**src/rtl/serial_sub_pkg.sv**
```systemverilog
// Shared FSM state type and state encodings for the bit-serial subtractor.
package serial_sub_pkg;

    localparam logic [1:0] ST_IDLE_ENC = 2'b00;
    localparam logic [1:0] ST_RUN_ENC  = 2'b01;
    localparam logic [1:0] ST_DONE_ENC = 2'b10;

    typedef enum logic [1:0] {
        IDLE = ST_IDLE_ENC,
        RUN  = ST_RUN_ENC,
        DONE = ST_DONE_ENC
    } state_e;

endpackage

```
**src/rtl/full_subtractor.sv**
```systemverilog
// One-bit combinational subtract cell: d = a - b - bin, with borrow out.
module full_subtractor (
    input  logic a,
    input  logic b,
    input  logic bin,
    output logic d,
    output logic bout
);

    assign d    = a ^ b ^ bin;
    assign bout = (~a & b) | (~(a ^ b) & bin);

endmodule

```
**src/rtl/serial_subtractor.sv**
```systemverilog
// Bit-serial Diff = A - B - Bin, LSB first, one bit per clock behind a start handshake.
// Optional SERIAL_SUB_OVF_EN adds the signed overflow output ovf.
module serial_subtractor
    import serial_sub_pkg::*;
#(
    parameter int WIDTH = 4
) (
    input  logic             clk,
    input  logic             rst,
    input  logic             start_valid,
    output logic             start_ready,
    input  logic [WIDTH-1:0] A,
    input  logic [WIDTH-1:0] B,
    input  logic             Bin,
    output logic [WIDTH-1:0] Diff,
    output logic             Bout,
    output logic             busy,
    output logic             done
`ifdef SERIAL_SUB_OVF_EN
    ,
    output logic             ovf
`endif
);

    localparam int CNT_W = $clog2(WIDTH);
    localparam logic [CNT_W-1:0] CNT_LAST = CNT_W'(WIDTH - 1);

    state_e            state_q, state_d;
    logic [WIDTH-1:0]  a_sh_q, a_sh_d;
    logic [WIDTH-1:0]  b_sh_q, b_sh_d;
    logic [WIDTH-1:0]  dsh_q, dsh_d;
    logic [WIDTH-1:0]  diff_q, diff_d;
    logic [CNT_W-1:0]  cnt_q, cnt_d;
    logic              brw_q, brw_d;
    logic              bout_q, bout_d;
    logic              cell_d, cell_bout;
    logic              accept;
`ifdef SERIAL_SUB_OVF_EN
    logic              ovf_q, ovf_d;
`endif

    full_subtractor u_cell (
        .a    (a_sh_q[0]),
        .b    (b_sh_q[0]),
        .bin  (brw_q),
        .d    (cell_d),
        .bout (cell_bout)
    );

    assign start_ready = (state_q != RUN);
    assign busy        = (state_q == RUN);
    assign done        = (state_q == DONE);
    assign accept      = start_valid && start_ready;

    always_comb begin
        state_d = state_q;
        a_sh_d  = a_sh_q;
        b_sh_d  = b_sh_q;
        dsh_d   = dsh_q;
        diff_d  = diff_q;
        cnt_d   = cnt_q;
        brw_d   = brw_q;
        bout_d  = bout_q;
`ifdef SERIAL_SUB_OVF_EN
        ovf_d   = ovf_q;
`endif
        case (state_q)
            RUN: begin
                a_sh_d = a_sh_q >> 1;
                b_sh_d = b_sh_q >> 1;
                brw_d  = cell_bout;
                dsh_d  = {cell_d, dsh_q[WIDTH-1:1]};
                cnt_d  = cnt_q + 1'b1;
                if (cnt_q == CNT_LAST) begin
                    // Final bit: publish result on the same edge that enters DONE.
                    state_d = DONE;
                    cnt_d   = '0;
                    diff_d  = {cell_d, dsh_q[WIDTH-1:1]};
                    bout_d  = cell_bout;
`ifdef SERIAL_SUB_OVF_EN
                    ovf_d   = brw_q ^ cell_bout;
`endif
                end
            end
            IDLE, DONE: begin
                state_d = IDLE;
                if (accept) begin
                    state_d = RUN;
                    a_sh_d  = A;
                    b_sh_d  = B;
                    brw_d   = Bin;
                    dsh_d   = '0;
                    cnt_d   = '0;
                end
            end
            default: state_d = IDLE;
        endcase
    end

    always_ff @(posedge clk or posedge rst) begin
        if (rst) begin
            state_q <= IDLE;
            a_sh_q  <= '0;
            b_sh_q  <= '0;
            dsh_q   <= '0;
            diff_q  <= '0;
            cnt_q   <= '0;
            brw_q   <= 1'b0;
            bout_q  <= 1'b0;
`ifdef SERIAL_SUB_OVF_EN
            ovf_q   <= 1'b0;
`endif
        end else begin
            state_q <= state_d;
            a_sh_q  <= a_sh_d;
            b_sh_q  <= b_sh_d;
            dsh_q   <= dsh_d;
            diff_q  <= diff_d;
            cnt_q   <= cnt_d;
            brw_q   <= brw_d;
            bout_q  <= bout_d;
`ifdef SERIAL_SUB_OVF_EN
            ovf_q   <= ovf_d;
`endif
        end
    end

    assign Diff = diff_q;
    assign Bout = bout_q;
`ifdef SERIAL_SUB_OVF_EN
    assign ovf  = ovf_q;
`endif

endmodule

```
**config.mk**
```make
export PLATFORM = sky130hd
export DESIGN_NAME = serial_subtractor
export DESIGN_NICKNAME = d
export VERILOG_FILES = /design/src/rtl/serial_sub_pkg.sv /design/src/rtl/full_subtractor.sv /design/src/rtl/serial_subtractor.sv
export SDC_FILE = /design/constraint.sdc
export NUM_CORES = 1
export LEC_CHECK = 0
export CELL_PAD_IN_SITES_DETAIL_PLACEMENT = 1
export CELL_PAD_IN_SITES_GLOBAL_PLACEMENT = 2
export CORE_MARGIN = 8
export CORE_UTILIZATION = 34
export CTS_BUF_LIST = sky130_fd_sc_hd__clkbuf_2 sky130_fd_sc_hd__clkbuf_4 sky130_fd_sc_hd__clkbuf_8
export CTS_CLUSTER_SIZE = 10
export DETAILED_ROUTE_END_ITERATION = 10
export PLACE_DENSITY = 0.81
export SETUP_SLACK_MARGIN = 0.05
export SLEW_MARGIN = 20
export SYNTH_ARGS = -nofsm -noshare
export SYNTH_HDL_FRONTEND = slang
export SYNTH_SLANG_ARGS = --single-unit
```
**constraint.sdc**
```tcl
create_clock -name clk -period 1.8 [get_ports clk]
set_input_delay 0.36 -clock clk [delete_from_list [all_inputs] [get_ports clk]]
set_output_delay 0.36 -clock clk [all_outputs]
set_load 0.01 [all_outputs]
```
Word-level counts from Yosys, hierarchy flattened
Index checks and enable logic that the tools add are counted.

cells by class
  add/sub/neg operators = 1
  equality and inequality tests = 6
  mux-type cells = 14
  bitwise gates (word level) = 7
  reduce and logical (&&, ||, !) cells = 6

operators by type and width
  kind                 count
  $pmux 4 s2           3
  $mux 4               3
  $pmux 2 s2           2
  $mux 2               3
  $eq 2x2->1 const B   2
  $ne 2x1->1 const B   2
  $reduce_and 2->1     2
  $add 2x1->2 const B  1
  $and 1x1->1          2
  $eq 2x1->1 const B   1
  $logic_not 2->1      1
  $mux 1               2
  $ne 2x2->1 const B   1
  $not 1->1            2
  $pmux 1 s2           1
  $reduce_bool 2->1    1
  $reduce_or 2->1      1
  $xor 1x1->1          2
  $logic_and 1x1->1    1
  $or 1x1->1           1

storage, ports and cells
  register bits after elaboration = 22
  output and inout port bits = 8
  logic and storage cells = 42

Logic depth before layout (Yosys ltp)
  depth after elaboration = 5
  depth in mapped cells = 6
  mapped depth without buffers = 4

By module
Synthesis repeated with hierarchy kept, for this count alone.

second synthesis, totals
  cells, all modules = 81
  area total of the unflattened synthesis = 970.9 µm²

by module, submodules not included
  module             instances  cells an instance  area each (µm²)  seq. area each (µm²)
  serial_subtractor  1          77                 939.7            525.5
  full_subtractor    1          4                  31.3             0.0

Least setup slack after synthesis
OpenSTA, ideal clock, no wires.

  kind = flip-flop to flip-flop
  from = register brw_q
  to = register diff_q[3], in the netlist Diff[3]
  setup time = 0.125 ns
  arrival = 1.101 ns
  setup slack = 0.574 ns
  cell stages (with the launch flop) = 4
  period minus slack after synthesis = 1.226 ns
  path through = dfrtp_1 > inv_1 > fa_1 > mux2_2

on the way
  longest elaborated chain between the ends = 1

ends and longest elaborated chain
  what                      line                      source
  start: declaration        serial_subtractor.sv:34   logic brw_q, brw_d;
  start signal: assignment  serial_subtractor.sv:120  brw_q <= brw_d;
  $xor 1x1->1               full_subtractor.sv:10     assign d = a ^ b ^ bin;
  net cell_d                serial_subtractor.sv:36   logic cell_d, cell_bout;
  end signal: assignment    serial_subtractor.sv:118  diff_q <= diff_d;
  end: declaration          serial_subtractor.sv:32   logic [WIDTH-1:0] diff_q, diff_d;

The timed path passes the listed nets, and every way through them passes these cells.
A chain may end at the register's enable or synchronous reset.

Final worst setup path
  from = register state_q[0]
  to = output port start_ready

on the way
  longest elaborated chain between the ends = 1

ends and longest elaborated chain
  what                      line                      source
  start: declaration        serial_subtractor.sv:28   state_e state_q, state_d;
  start signal: assignment  serial_subtractor.sv:114  state_q <= state_d;
  $ne 2x1->1                serial_subtractor.sv:50   assign start_ready = (state_q != RUN);
  end: declaration          serial_subtractor.sv:11   output logic start_ready,

No other way between the ends.

==> results.sh <==
export IMPL_die_y_um=70.3
export IMPL_netlist_top_cells_area="dfrtp_1 (52%), mux2i_1 (5.0%), mux2_2 (4.5%)"
export IMPL_swShare=0.364
export IMPL_clkPwrFrac=0.114
export IMPL_dr_pass1_iters=4
export IMPL_relSlewSlack=0.815
export IMPL_clk_latency_ns=0.31
export IMPL_clockBufferDepth=2
export IMPL_num_vias=694
export IMPL_grtUsageTotal=0.0930
export IMPL_drt_iter0_drc=27
export IMPL_setup_violations=0
export IMPL_ant_nets=0
export IMPL_grt_setup_unrepaired="false"
export IMPL_vdd_drop_max_v=0.000866
export IMPL_syn_area_mm2=0.00100
export IMPL_worstMarginPinSlew_ns=0.278
export IMPL_antenna_found_initial=0
export IMPL_yosysWarnings=0
export IMPL_synth_main_ff_cell="dfrtp_1"
export IMPL_grt_pass1_vias=788
export IMPL_setup_slack_ns=0.157
export IMPL_syn_nets=96
export IMPL_clkSinkCount=21
export IMPL_period_needed_ns=1.64
export IMPL_synth_most_common_cell="dfrtp_1"
export IMPL_synth_top_cell_by_area="dfrtp_1"
export IMPL_timing_fmax_ghz=0.609
export IMPL_finalMaxSlewViolations=0
export IMPL_p_sw_uw=810
export IMPL_clk_pin_slew_ns=0.13
export IMPL_cp_required_ns=1.44
export IMPL_synth_cell_type_count=27
export IMPL_dp_cells=134
export IMPL_comb_power_share=0.508
export IMPL_diodes=0
export IMPL_cts_buffers=3
export IMPL_cts_tree="yes"
export IMPL_vias_per_cell=4.92
export IMPL_regToRegSetupSlack_ns=0.49
export IMPL_grt_max_degree=22
export IMPL_port_buffers=19
export IMPL_yosysSeqAreaShare=0.524
export IMPL_fin_setup_tns_ns=0
export IMPL_synth_edf_count=0
export IMPL_clock_skew_ns=0.00885
export IMPL_synth_common_cells="dfrtp_1 (21), a21oi_1 (6)"
export IMPL_fp_coreArea_mm2=0.00278
export IMPL_period_share=0.913
export IMPL_cap_violations=0
export IMPL_fillers=300
export IMPL_synth_top_area_frac=0.524
export IMPL_hold_violations=0
export IMPL_gp_congestion=0.705
export IMPL_clockRootBuffer="clkbuf_4"
export IMPL_wl_per_cell_um=15.1
export IMPL_status="completed"
export IMPL_crit_arrival_ns=1.28
export IMPL_fin_hold_ws_ns=0.362
export IMPL_avgSynthCellArea_um2=12.2
export IMPL_drive_above_1_share=0.227
export IMPL_critPathMaxFanout=4
export IMPL_nNetsFinal=125
export IMPL_syn_instance_count=82
export IMPL_holdCritPathClass="in2async"
export IMPL_worst_setup_path_type="reg2out"
export IMPL_cts_hold_buf=0
export IMPL_power_uw=2220
export IMPL_preCtsSetupSlack_ns=0.179
export IMPL_grt_pass1_wl_um=3770
export IMPL_seqPwrFrac=0.378
export IMPL_cp_start_kind="register"
export IMPL_dp_hpwl_um=1610
export IMPL_drc=0
export IMPL_final_cells=141
export IMPL_h_tree_depth=1
export IMPL_power_density_mw_per_mm2=1720
export IMPL_leakage_uw=0.000597
export IMPL_drt_wl_total_um=2120
export IMPL_internal_power_uw=1410
export IMPL_async_flop_share=1.00
export IMPL_die_w_um=70.3
export IMPL_grt_overflow=0
export IMPL_ys_seq_elements=21
export IMPL_placement_rows=19
export IMPL_syn_to_final_growth_pct=28.7
export IMPL_start_util=0.361
export IMPL_dieArea_mm2=0.00495
export IMPL_io_pins=20
export IMPL_cp_end_kind="primary output"
-- worst paths after layout --
| kind | cells past startpoint | end | startpoint |
|---|---|---|---|
| max in group asynchronous | 3 | state_q[1]$_DFFE_PP0P_ | rst |
| max | 3 | start_ready | state_q[0]$_DFFE_PP0P_ |
| min | 3 | Diff[2]$_DFFE_PP0P_ | rst |
| max reg2reg | 3 | cnt_q[0]$_DFFE_PP0P_ | cnt_q[0]$_DFFE_PP0P_ |
| min reg2reg | 2 | Bout$_DFFE_PP0P_ | Bout$_DFFE_PP0P_ |
| min in group clk | 2 | Bout$_DFFE_PP0P_ | Bout$_DFFE_PP0P_ |
-- area by class of cell --
cell class                 count  area [µm²]  area share
timing repair buffer          29         262       0.203
clock buffer                   4        30.0      0.0233
sequential                    21         527       0.408
tap                           31        38.8      0.0300
inverter                       6        22.5      0.0174
multi-input combinational     50         412       0.319
-- sequential cells by signal, summed over array words and instances (netlist names) --
name and cells:
Diff 4, brw_q 1, state_q 2, b_sh_q 4, Bout 1, a_sh_q 4, cnt_q 2, dsh_q 3
-- worst max-delay path, cell delays in order (launching register included) --
cell and delay [ns]:
dfrtp_1 0.41, nor2b_4 0.21, inv_2 0.07, dlygate4sd2_1 0.29
-- power groups by stage --
| stage | clock (µW) | sequential, µW | combinational (µW) |
|---|---|---|---|
| floorplan | 0 | 831 | 783 |
| global placement | 0 | 847 | 1100 |
| detailed placement | 0 | 859 | 1120 |
| CTS | 260 | 847 | 1150 |
| global route | 283 | 880 | 1260 |
| finish | 253 | 841 | 1130 |
-- logic make-up (layout without fill, tap and decap cells) --
family          Yosys count  count (layout)  share of synthesized area
simple gates             17              17                      0.131
mux                       9               9                     0.0948
fa+ha+maj                 2               2                     0.0324
buf+inv                  11              39                     0.0661
compound gates           22              22                      0.152
flops                    21              21                      0.524
-- stage by stage --
| step | utilization | instance area [µm²] |
|---|---|---|
| 2_1_floorplan | - | 1000 |
| 3_3_place_gp | 0.446 | 1240 |
| 3_5_place_dp | 0.446 | 1240 |
| 4_1_cts | 0.464 | 1290 |
| 5_1_grt | 0.464 | 1290 |
| 6_report | 0.464 | 1290 |
-- layer usage --
| metal | share of wire | track usage |
|---|---|---|
| met5 | 0 | 0 |
| met1 | 0.49 | 0.117 |
| met3 | 0.042 | 0.0395 |
| met2 | 0.46 | 0.143 |
| met4 | 0.0066 | 0.0201 |
-- what timing repair did --
item | CTS | global route
resized for setup | 4 | 0
endpoints found under the setup margin | 3 | 0
setup buffers | 3 | 0
-- layout by cell type (no fill, tap or decap) --
master           Yosys  final
and2b_2              1      1
buf_4                0     10
dlygate4sd2_1        0      3
nand2b_1             1      1
nor2_1               2      2
or3_1                1      1
ha_1                 1      1
nor2b_1              5      5
dfrtp_1             21     20
a211oi_1             4      4
o21ai_0              3      3
o22ai_1              2      2
nor2b_4              1      1
inv_2                1      1
nor3_1               1      1
nor2_8               1      1
a22o_1               5      5
nand2_1              2      2
mux2i_1              5      5
clkbuf_4             0      4
mux2_2               4      4
a31oi_1              1      1
dfrtp_2              0      1
inv_1                5      5
fa_1                 1      1
clkdlybuf4s50_1      0     16
a221oi_2             1      1
nand3b_4             1      1
a21oi_1              6      6
nand3_1              1      1
Power figures use the tool's default switching activity.
